### src/rtl/enemy_step_scheduler_if.sv
// Handshake bundle between the game-state controller / VGA timing side
// (master) and the enemy step scheduler (slave).
interface enemy_step_scheduler_if #(
    parameter int NUM_MOVERS = 4
);
    logic                  startOfFrame;
    logic                  enable;
    logic                  pause;
    logic [2:0]            level;
    logic [NUM_MOVERS-1:0] mover_mask;
    logic [NUM_MOVERS-1:0] step_strobe;
    logic [3:0]            random_out;
    logic                  busy;
    logic                  round_done;

    modport master (
        output startOfFrame, enable, pause, level, mover_mask,
        input  step_strobe, random_out, busy, round_done
    );

    modport slave (
        input  startOfFrame, enable, pause, level, mover_mask,
        output step_strobe, random_out, busy, round_done
    );
endinterface

### src/rtl/enemy_step_scheduler.sv
// Enemy step scheduler: divides the frame pulse by a level-dependent period
// and, once per period, strobes each alive mover in turn with a fresh
// random direction nibble taken from a 16-bit Galois LFSR.
//
// state      | meaning
// -----------+---------------------------------------------------------
// S_IDLE     | waiting for a dispatch request, all outputs low
// S_DISPATCH | visiting slot idx this cycle, one slot per cycle
//
// Outputs are registered from the next state so that slot 0 is visible in
// the cycle right after the threshold-reaching frame pulse.
module enemy_step_scheduler #(
    parameter int          NUM_MOVERS  = 4,
    parameter int          BASE_PERIOD = 8,
    parameter logic [15:0] LFSR_SEED   = 16'hACE1
) (
    input  logic                  CLK,
    input  logic                  RESETn,
    enemy_step_scheduler_if.slave bus
);
    localparam int               IDX_W    = (NUM_MOVERS > 1) ? $clog2(NUM_MOVERS) : 1;
    localparam logic [IDX_W-1:0] LAST_IDX = IDX_W'(NUM_MOVERS - 1);
    localparam logic [15:0]      SEED     = (LFSR_SEED == 16'h0000) ? 16'h0001 : LFSR_SEED;
    localparam logic [4:0]       BASE5    = 5'(BASE_PERIOD);
    localparam logic [15:0]      TAPS     = 16'hB400;

    typedef enum logic {
        S_IDLE     = 1'b0,
        S_DISPATCH = 1'b1
    } state_t;

    state_t                state, state_d;
    logic [IDX_W-1:0]      idx, idx_d;
    logic                  pending, pending_d;
    logic                  round_end;
    logic [3:0]            frame_cnt;
    logic [4:0]            period;
    logic [4:0]            frame_inc;
    logic                  frame_ok;
    logic                  dispatch_req;
    logic [15:0]           lfsr;
    logic [15:0]           lfsr_next;
    logic [NUM_MOVERS-1:0] strobe_d, strobe_q;
    logic [3:0]            rnd_d, rnd_q;
    logic                  busy_d, busy_q;
    logic                  done_d, done_q;

    // Period and threshold detection; a level above the base period clamps to 1.
    always_comb begin
        period       = ({2'b00, bus.level} >= BASE5) ? 5'd1 : (BASE5 - {2'b00, bus.level});
        frame_inc    = {1'b0, frame_cnt} + 5'd1;
        frame_ok     = bus.startOfFrame & bus.enable & ~bus.pause;
        dispatch_req = frame_ok & (frame_inc == period);
        lfsr_next    = {1'b0, lfsr[15:1]} ^ (lfsr[0] ? TAPS : 16'h0000);
    end

    // Frame counter: counts accepted frame pulses, wraps at the period.
    always_ff @(posedge CLK or negedge RESETn) begin
        if (!RESETn) begin
            frame_cnt <= 4'd0;
        end else if (!bus.enable) begin
            frame_cnt <= 4'd0;
        end else if (frame_ok) begin
            frame_cnt <= dispatch_req ? 4'd0 : frame_inc[3:0];
        end
    end

    // FSM state register.
    always_ff @(posedge CLK or negedge RESETn) begin
        if (!RESETn) begin
            state   <= S_IDLE;
            idx     <= '0;
            pending <= 1'b0;
        end else begin
            state   <= state_d;
            idx     <= idx_d;
            pending <= pending_d;
        end
    end

    // FSM next-state logic, including the one-deep pending request.
    always_comb begin
        state_d   = state;
        idx_d     = idx;
        pending_d = pending;
        round_end = 1'b0;
        if (!bus.enable) begin
            state_d   = S_IDLE;
            idx_d     = '0;
            pending_d = 1'b0;
        end else begin
            case (state)
                S_IDLE: begin
                    if (dispatch_req) begin
                        state_d = S_DISPATCH;
                        idx_d   = '0;
                    end
                end
                S_DISPATCH: begin
                    if (idx == LAST_IDX) begin
                        round_end = 1'b1;
                        idx_d     = '0;
                        if (pending || dispatch_req) begin
                            // Restart consumes one request; a fresh one arriving
                            // together with an already pending one stays queued.
                            state_d   = S_DISPATCH;
                            pending_d = pending & dispatch_req;
                        end else begin
                            state_d = S_IDLE;
                        end
                    end else begin
                        idx_d = idx + 1'b1;
                        if (dispatch_req) begin
                            pending_d = 1'b1;
                        end
                    end
                end
                default: begin
                    state_d = S_IDLE;
                    idx_d   = '0;
                end
            endcase
        end
    end

    // FSM output logic, evaluated on the next state so outputs register in step.
    always_comb begin
        strobe_d = '0;
        rnd_d    = 4'h0;
        busy_d   = (state_d == S_DISPATCH);
        done_d   = round_end;
        if (state_d == S_DISPATCH && bus.mover_mask[idx_d]) begin
            strobe_d[idx_d] = 1'b1;
            rnd_d           = lfsr[3:0];
        end
    end

    // Output registers and LFSR; the LFSR only moves when a strobe is issued.
    always_ff @(posedge CLK or negedge RESETn) begin
        if (!RESETn) begin
            strobe_q <= '0;
            rnd_q    <= 4'h0;
            busy_q   <= 1'b0;
            done_q   <= 1'b0;
            lfsr     <= SEED;
        end else begin
            strobe_q <= strobe_d;
            rnd_q    <= rnd_d;
            busy_q   <= busy_d;
            done_q   <= done_d;
            if (|strobe_d) begin
                lfsr <= lfsr_next;
            end
        end
    end

    assign bus.step_strobe = strobe_q;
    assign bus.random_out  = rnd_q;
    assign bus.busy        = busy_q;
    assign bus.round_done  = done_q;
endmodule
### src/flat_wrapper.sv
// flat-port wrapper written by rule: the top's interface ports become plain ports
module enemy_step_scheduler_flat 
#(
    parameter int          NUM_MOVERS  = 4,
    parameter int          BASE_PERIOD = 8,
    parameter logic [15:0] LFSR_SEED   = 16'hACE1
)
  (CLK, RESETn, bus_startOfFrame, bus_enable, bus_pause, bus_level, bus_mover_mask, bus_step_strobe, bus_random_out, bus_busy, bus_round_done);
  enemy_step_scheduler_if #(.NUM_MOVERS(NUM_MOVERS)) bus_i ();
  input  logic CLK;
  input  logic RESETn;
  input wire logic [$bits(bus_i.startOfFrame)-1:0] bus_startOfFrame;
  input wire logic [$bits(bus_i.enable)-1:0] bus_enable;
  input wire logic [$bits(bus_i.pause)-1:0] bus_pause;
  input wire logic [$bits(bus_i.level)-1:0] bus_level;
  input wire logic [$bits(bus_i.mover_mask)-1:0] bus_mover_mask;
  output wire logic [$bits(bus_i.step_strobe)-1:0] bus_step_strobe;
  output wire logic [$bits(bus_i.random_out)-1:0] bus_random_out;
  output wire logic [$bits(bus_i.busy)-1:0] bus_busy;
  output wire logic [$bits(bus_i.round_done)-1:0] bus_round_done;
  assign bus_i.startOfFrame = bus_startOfFrame;
  assign bus_i.enable = bus_enable;
  assign bus_i.pause = bus_pause;
  assign bus_i.level = bus_level;
  assign bus_i.mover_mask = bus_mover_mask;
  assign bus_step_strobe = bus_i.step_strobe;
  assign bus_random_out = bus_i.random_out;
  assign bus_busy = bus_i.busy;
  assign bus_round_done = bus_i.round_done;
  enemy_step_scheduler #(.NUM_MOVERS(NUM_MOVERS), .BASE_PERIOD(BASE_PERIOD), .LFSR_SEED(LFSR_SEED)) u_core (.CLK(CLK), .RESETn(RESETn), .bus(bus_i));
endmodule
### config.mk
export PLATFORM = sky130hd
export DESIGN_NAME = enemy_step_scheduler_flat
export DESIGN_NICKNAME = d
export VERILOG_FILES = /design/src/rtl/enemy_step_scheduler_if.sv /design/src/rtl/enemy_step_scheduler.sv /design/src/flat_wrapper.sv
export SDC_FILE = /design/constraint.sdc
export NUM_CORES = 1
export LEC_CHECK = 0
export ABC_CLOCK_PERIOD_IN_PS = 3200
export BUFFER_PORTS_ARGS = -buffer_cell sky130_fd_sc_hd__buf_2
export CORE_AREA = 2 2 58 60
export CTS_CLUSTER_DIAMETER = 30
export DETAILED_ROUTE_END_ITERATION = 8
export DIE_AREA = 0 0 60 62
export PLACE_DENSITY = 0.72
export REMOVE_ABC_BUFFERS = 1
export SLEW_MARGIN = 20
export SYNTH_ARGS = -nofsm -noshare
export SYNTH_HDL_FRONTEND = slang
export SYNTH_SLANG_ARGS = --single-unit
### constraint.sdc
create_clock -name CLK -period 3.2 [get_ports CLK]
set_input_delay 0.64 -clock CLK [delete_from_list [all_inputs] [get_ports CLK]]
set_output_delay 0.64 -clock CLK [all_outputs]
set_load 0.01 [all_outputs]
==> out/metrics.cfg, run 1 <==
[status]
status=complete, no violations

[cells_and_area]
fin_nets=174
fin_area_mm2=0.001782
area.growth.synth_to_final_pct=13.47
layout_commonest_cell=dfrtp_1
fin_cells=206
postLayoutCoreUtil=0.5604
drive_above_1_share=0.3313
diodes=0
final_cell_mix=25 x dfrtp_1, 21 x buf_2, 12 x nor2_1, 11 x mux2_2, 9 x o21ai_0

[critical_path]
critPathKind=flip-flop to flip-flop
r2r_slack_ps=430
r2r-end=u_core.lfsr[3]
path_cells=ha_1, xor2_1, a31oi_1, and4_1, o311a_1, a311o_1, o21ai_2, buf_12, mux2_2
crit_path_end_kind=flip-flop
crit_family=compound AO/OA/AOI/OAI gates
crit_buf_inv=1
r2r.worst_path.cells=9
endpoint=u_core.lfsr[3]
start_kind=flip-flop
r2r-start=u_core.frame_cnt[0]
worstPathArrival_ps=3000
crit_start=u_core.frame_cnt[0]
cp_slowest_cell=dfrtp_1
path_depth=9
crit_required_ps=3430
cp_max_fo=21
cpPeakStageDelay_ps=450

[floorplanning]
core_area_mm2=0.003179
std_cell_rows=21
ios=22
die_x_um=60
die_h_um=62
die_area_mm2=0.003720
initial_core_util=0.4939

[timing]
tightest_slew_ps=697.7
max_freq_ghz=0.3613
slew_headroom=0.5348
rsz0062_at_grt=false
skew_ps=10.79
slew_violations=0
final-setup-viol-count=0
finalCriticalPeriod_ps=2768
timing.final.ws_setup_ps=432.1
timing.final.crit_share=0.8650
hold_violations=0

[grt]
antenna_found_initial=0
grt_max_degree=34
grt_overflow=0
grt_pass1_wl_um=4015
track_usage=0.1529
grt_pass1_vias=941

[power_and_ir_drop]
peakVddDrop_v=0.0002540
power_density_mw_per_mm2=440.4
leakage_nw=0.8887
total_power_mw=0.7846

[yosys]
yosysWarnings=0
syn_avg_cell_area_um2=11.72
ys.flop_type=dfrtp_1
synth_edf_count=0
postSynth.asyncResetShare=1.000
synth-seq-cells=33
synthCells=134
ys_seq_area_frac=0.5323
syn_area_mm2=0.001570
synth_cell_types=36

[clock_tree]
cts_buffers=5
clk_pin_slew_worst_paths_ps=110
cts_root_buffer=clkbuf_4
cts_setup_buffers=0
cts_max_level=2
cts_num_sinks=33
cts_buffer_depth=2
cts_resized=0
clk_latency_ps=340
cts_hold_buf=0
cts_tree=done

[route]
wl_um=2461
antenna_left=0
wl_per_cell_um=11.95
viasPerCell=4.981
dr.pass1.iters=4
drt_iter0_drc=48
vias=1026
remaining_drc_errors=0

[placed_design]
dp_hpwl_um=1701
place_area_mm2=0.001727
port_buffers=21
dp_cells=198
preCtsSetupSlack_ps=158.2
gp_congestion=0.8947

[min_path]
hold_path.class=input port to async pin

[run]
maxCapViolations=0

final cells by class:
class,count,area (um^2)
Multi-Input combinational cell,88,670.6
Tap cell,46,57.56
Inverter,8,30.03
Timing Repair Buffer,23,132.6
Clock buffer,5,37.54
Sequential cell,33,835.8
Fill cell,273,1398
Clock inverter,3,17.52
logic make-up after synthesis:
| group | after synthesis | synth area share |
|---|---|---|
| DFF | 33 | 0.5323 |
| AOI/OAI and AO/OA | 23 | 0.09801 |
| muxes | 17 | 0.1187 |
| and+or+nand+nor | 36 | 0.1275 |
| buffers and inverters | 13 | 0.04064 |
| adders and majority gates | 3 | 0.02391 |
| xor gates and xnor gates | 9 | 0.05896 |
worst reg2reg max path, cell delays in order, from the launching register on:
cell     delay, ps
dfrtp_1        450
ha_1           340
xor2_1         170
a31oi_1         50
and4_1         270
o311a_1        360
a311o_1        300
o21ai_2        190
buf_12         180
mux2_2         360
cells in the mapped netlist, types with 2 or more instances:
cell	number	area (um^2)
a21boi_0	2	15.01
a21oi_1	3	15.01
and2_1	4	25.02
and4_1	2	17.52
buf_6	2	22.52
clkbuf_1	3	11.26
dfrtp_1	25	625.6
dfstp_2	8	210.2
ha_1	3	37.54
inv_1	8	30.03
mux2_1	2	22.52
mux2_2	11	123.9
mux2i_1	4	40.04
nand2_1	4	15.01
nand2b_1	2	12.51
nor2_1	12	45.04
nor2b_1	4	25.02
nor3b_1	3	22.52
o21ai_0	9	45.04
xnor2_1	3	26.28
xor2_1	5	43.79
where the power goes:
group	internal, mW	switching [mW]	leakage [nW]	total [mW]
Clock	0.0827	0.146	0.0310	0.229
Sequential	0.459	0.0164	0.422	0.475
Combinational	0.0400	0.0406	0.436	0.0806
Total	0.582	0.203	0.889	0.785
stage by stage:
step	TNS [ps]	hold WS, ps
after floorplan	-49.12	344.4
after global placement	0	475.7
after detailed placement	0	483.6
after CTS	0	342.7
after global routing	0	382.9
final	0	331.9
registers in the layout, summed over array words and instances, names as in the netlist:
signal,cells
u_core.lfsr,16
u_core.bus.random_out,4
u_core.bus.step_strobe,4
u_core.frame_cnt,4
u_core.idx,2
u_core.bus.round_done,1
u_core.pending,1
u_core.state,1
how the worst min path moves through the flow:
stage,from,to,depth (start not counted)
after detailed placement,u_core.lfsr[12],u_core.lfsr[12],1
after global routing,RESETn,u_core.frame_cnt[3],1
after CTS,RESETn,u_core.frame_cnt[3],1
after floorplan,RESETn,u_core.bus.random_out[0],0
final,RESETn,u_core.bus.random_out[3],1
after global placement,u_core.lfsr[12],u_core.lfsr[12],1
layer usage:
layer	vias up	global-route usage	share of wire
met5	-	0	0
met4	0	0.09206	0.020
li1	510	-	-
met1	484	0.1768	0.44
met3	6	0.06832	0.058
met2	26	0.2345	0.48
No activity file was read; power rests on OpenSTA's default activity.
==> inputs of run 2 (changes only) <==
==> constraint.sdc (replaced) <==
create_clock -name CLK -period 3.2 [get_ports CLK]
set_input_delay 0.32 -clock CLK [delete_from_list [all_inputs] [get_ports CLK]]
set_output_delay 0.32 -clock CLK [all_outputs]
set_load 0.01 [all_outputs]
==> run 2 against run 1 <==
Clock power grew 17%. Via count grew 2.9%. Power grew 5.0%. Flip-flop and latch count is the same. Design area grew 0.14%. Highest routed layer unchanged.
==> out/metrics.cfg, run 2 (synthesis gave the netlist of run 1 again) <==
[clock_tree]
clk_pin_slew_worst_paths_ps=110  ; about the same
cts_buffers=5  ; unchanged
cts_num_sinks=33  ; unchanged
cts_setup_buffers=0  ; unchanged
cts_hold_buf=0  ; unchanged
cts_root_buffer=clkbuf_4  ; unchanged
cts_max_level=2  ; unchanged
clk_latency_ps=350  ; was 340 ps
cts_resized=0  ; unchanged
cts_tree=done  ; unchanged
cts_buffer_depth=2  ; unchanged

[timing]
skew_ps=16.24  ; was 10.79 ps
hold_slack_ps=9.808  ; was 331.9 ps
final-setup-viol-count=0  ; unchanged
rsz0062_at_grt=false  ; unchanged
slew_violations=0  ; unchanged
timing.final.ws_setup_ps=379.4  ; was 432.1 ps
setup_tns_ps=0  ; unchanged
hold_violations=0  ; unchanged
finalCriticalPeriod_ps=2821  ; was 2768 ps
tightest_slew_ps=706.7  ; was 697.7 ps
slew_headroom=0.5288  ; was 0.5348
timing.final.crit_share=0.8814  ; was 0.8650
max_freq_ghz=0.3545  ; was 0.3613 GHz

[route]
viasPerCell=5.126  ; was 4.981
dr.pass1.iters=4  ; unchanged
wl_per_cell_um=12.69  ; was 11.95 um
drt_iter0_drc=64  ; was 48
antenna_left=0  ; unchanged
remaining_drc_errors=0  ; unchanged
vias=1056  ; was 1026
wl_um=2615  ; was 2461 um

[critical_path]
r2r_slack_ps=380  ; was 430 ps
r2r-start=u_core.frame_cnt[0]  ; unchanged
worstPathArrival_ps=3050  ; was 3000 ps
start_kind=flip-flop  ; unchanged
r2r-end=u_core.lfsr[14]  ; was u_core.lfsr[3]
crit_required_ps=3430  ; about the same
crit_path_end_kind=flip-flop  ; unchanged
critPathKind=flip-flop to flip-flop  ; unchanged
r2r.worst_path.cells=9  ; unchanged
cp_max_fo=21  ; unchanged

[placed_design]
preCtsSetupSlack_ps=383.3  ; was 158.2 ps
place_area_mm2=0.001714  ; was 0.001727 mm^2
dp_hpwl_um=1833  ; was 1701 um
gp_congestion=0.8813  ; was 0.8947
port_buffers=21  ; unchanged

[cells_and_area]
area.growth.synth_to_final_pct=13.63  ; was 13.47%
fin_area_mm2=0.001784  ; was 0.001782 mm^2
diodes=0  ; unchanged
fin_nets=174  ; unchanged
largest_reg_flops=16  ; unchanged
largest_register=u_core.lfsr  ; unchanged
final_cell_mix=25 x dfrtp_1, 21 x buf_2, 12 x nor2_1, 11 x mux2_2, 9 x o21ai_0  ; unchanged
layout_commonest_cell=dfrtp_1  ; unchanged
drive_above_1_share=0.3313  ; unchanged

[floorplanning]
die_area_mm2=0.003720  ; unchanged
ios=22  ; unchanged
core_area_mm2=0.003179  ; unchanged
die_x_um=60  ; unchanged
std_cell_rows=21  ; unchanged
initial_core_util=0.4939  ; unchanged
die_h_um=62  ; unchanged

[power_and_ir_drop]
leakage_nw=0.8925  ; was 0.8887 nW
peakVddDrop_v=0.0002710  ; was 0.0002540 V
power_density_mw_per_mm2=461.7  ; was 440.4 mW/mm^2
total_power_mw=0.8238  ; was 0.7846 mW

[status]
status=complete, no violations  ; unchanged

[grt]
grt_overflow=0  ; unchanged
grt_pass1_vias=1075  ; was 941
grt_pass1_wl_um=4609  ; was 4015 um
track_usage=0.1752  ; was 0.1529
antenna_found_initial=0  ; unchanged
grt_max_degree=34  ; unchanged

[min_path]
hold_path.class=input port to async pin  ; unchanged

[run]
maxCapViolations=0  ; unchanged

run 2: final cells by class:
type                    instances  area, um^2
fillers                       276        1395
inverters                       8       30.03
multi-input cells              88       670.6
well taps                      46       57.56
repair buffers                 23       120.1
flip-flops and latches         33       835.8
clock buffers                   7       65.06
clock inverters                 1       5.005
run 2: how the worst max path moves through the flow:
stage	startpoint	end	slack [ps]	depth (start not counted)
after floorplan	u_core.frame_cnt[0]	u_core.lfsr[14]	200	8
after global placement	bus_level[0]	u_core.lfsr[3]	460	11
after detailed placement	bus_level[0]	u_core.lfsr[8]	380	11
after CTS	u_core.frame_cnt[0]	u_core.lfsr[14]	380	9
after global routing	u_core.frame_cnt[0]	u_core.lfsr[14]	260	9
final	u_core.frame_cnt[0]	u_core.lfsr[14]	380	9
run 2: worst max-delay path, cell delays in order, from the launching register on:
cell and delay (ps):
dfrtp_1 450, ha_1 350, xor2_1 160, a31oi_1 50, and4_1 260, o311a_1 360, a311o_1 310, o21ai_2 140
buf_4 270, mux2_2 370
run 2: layer usage:
layer | global-route usage | part of all wire
met5 | 0 | 0
met4 | 0.1143 | 0.015
met3 | 0.04762 | 0.045
met2 | 0.3059 | 0.51
met1 | 0.1870 | 0.43
run 2: per-stage QoR:
| step | cells | utilization |
|---|---|---|
| floorplan | 129 | - |
| global placement | 198 | 0.5392 |
| detailed placement | 198 | 0.5392 |
| CTS | 206 | 0.5612 |
| global route | 206 | 0.5612 |
| finish | 206 | 0.5612 |
run 2: where the power goes:
| group | internal, mW | total, mW | leakage (nW) | switching [mW] |
|---|---|---|---|---|
| Combinational | 0.0398 | 0.0802 | 0.430 | 0.0403 |
| Clock | 0.127 | 0.268 | 0.0413 | 0.141 |
| Sequential | 0.459 | 0.476 | 0.422 | 0.0165 |
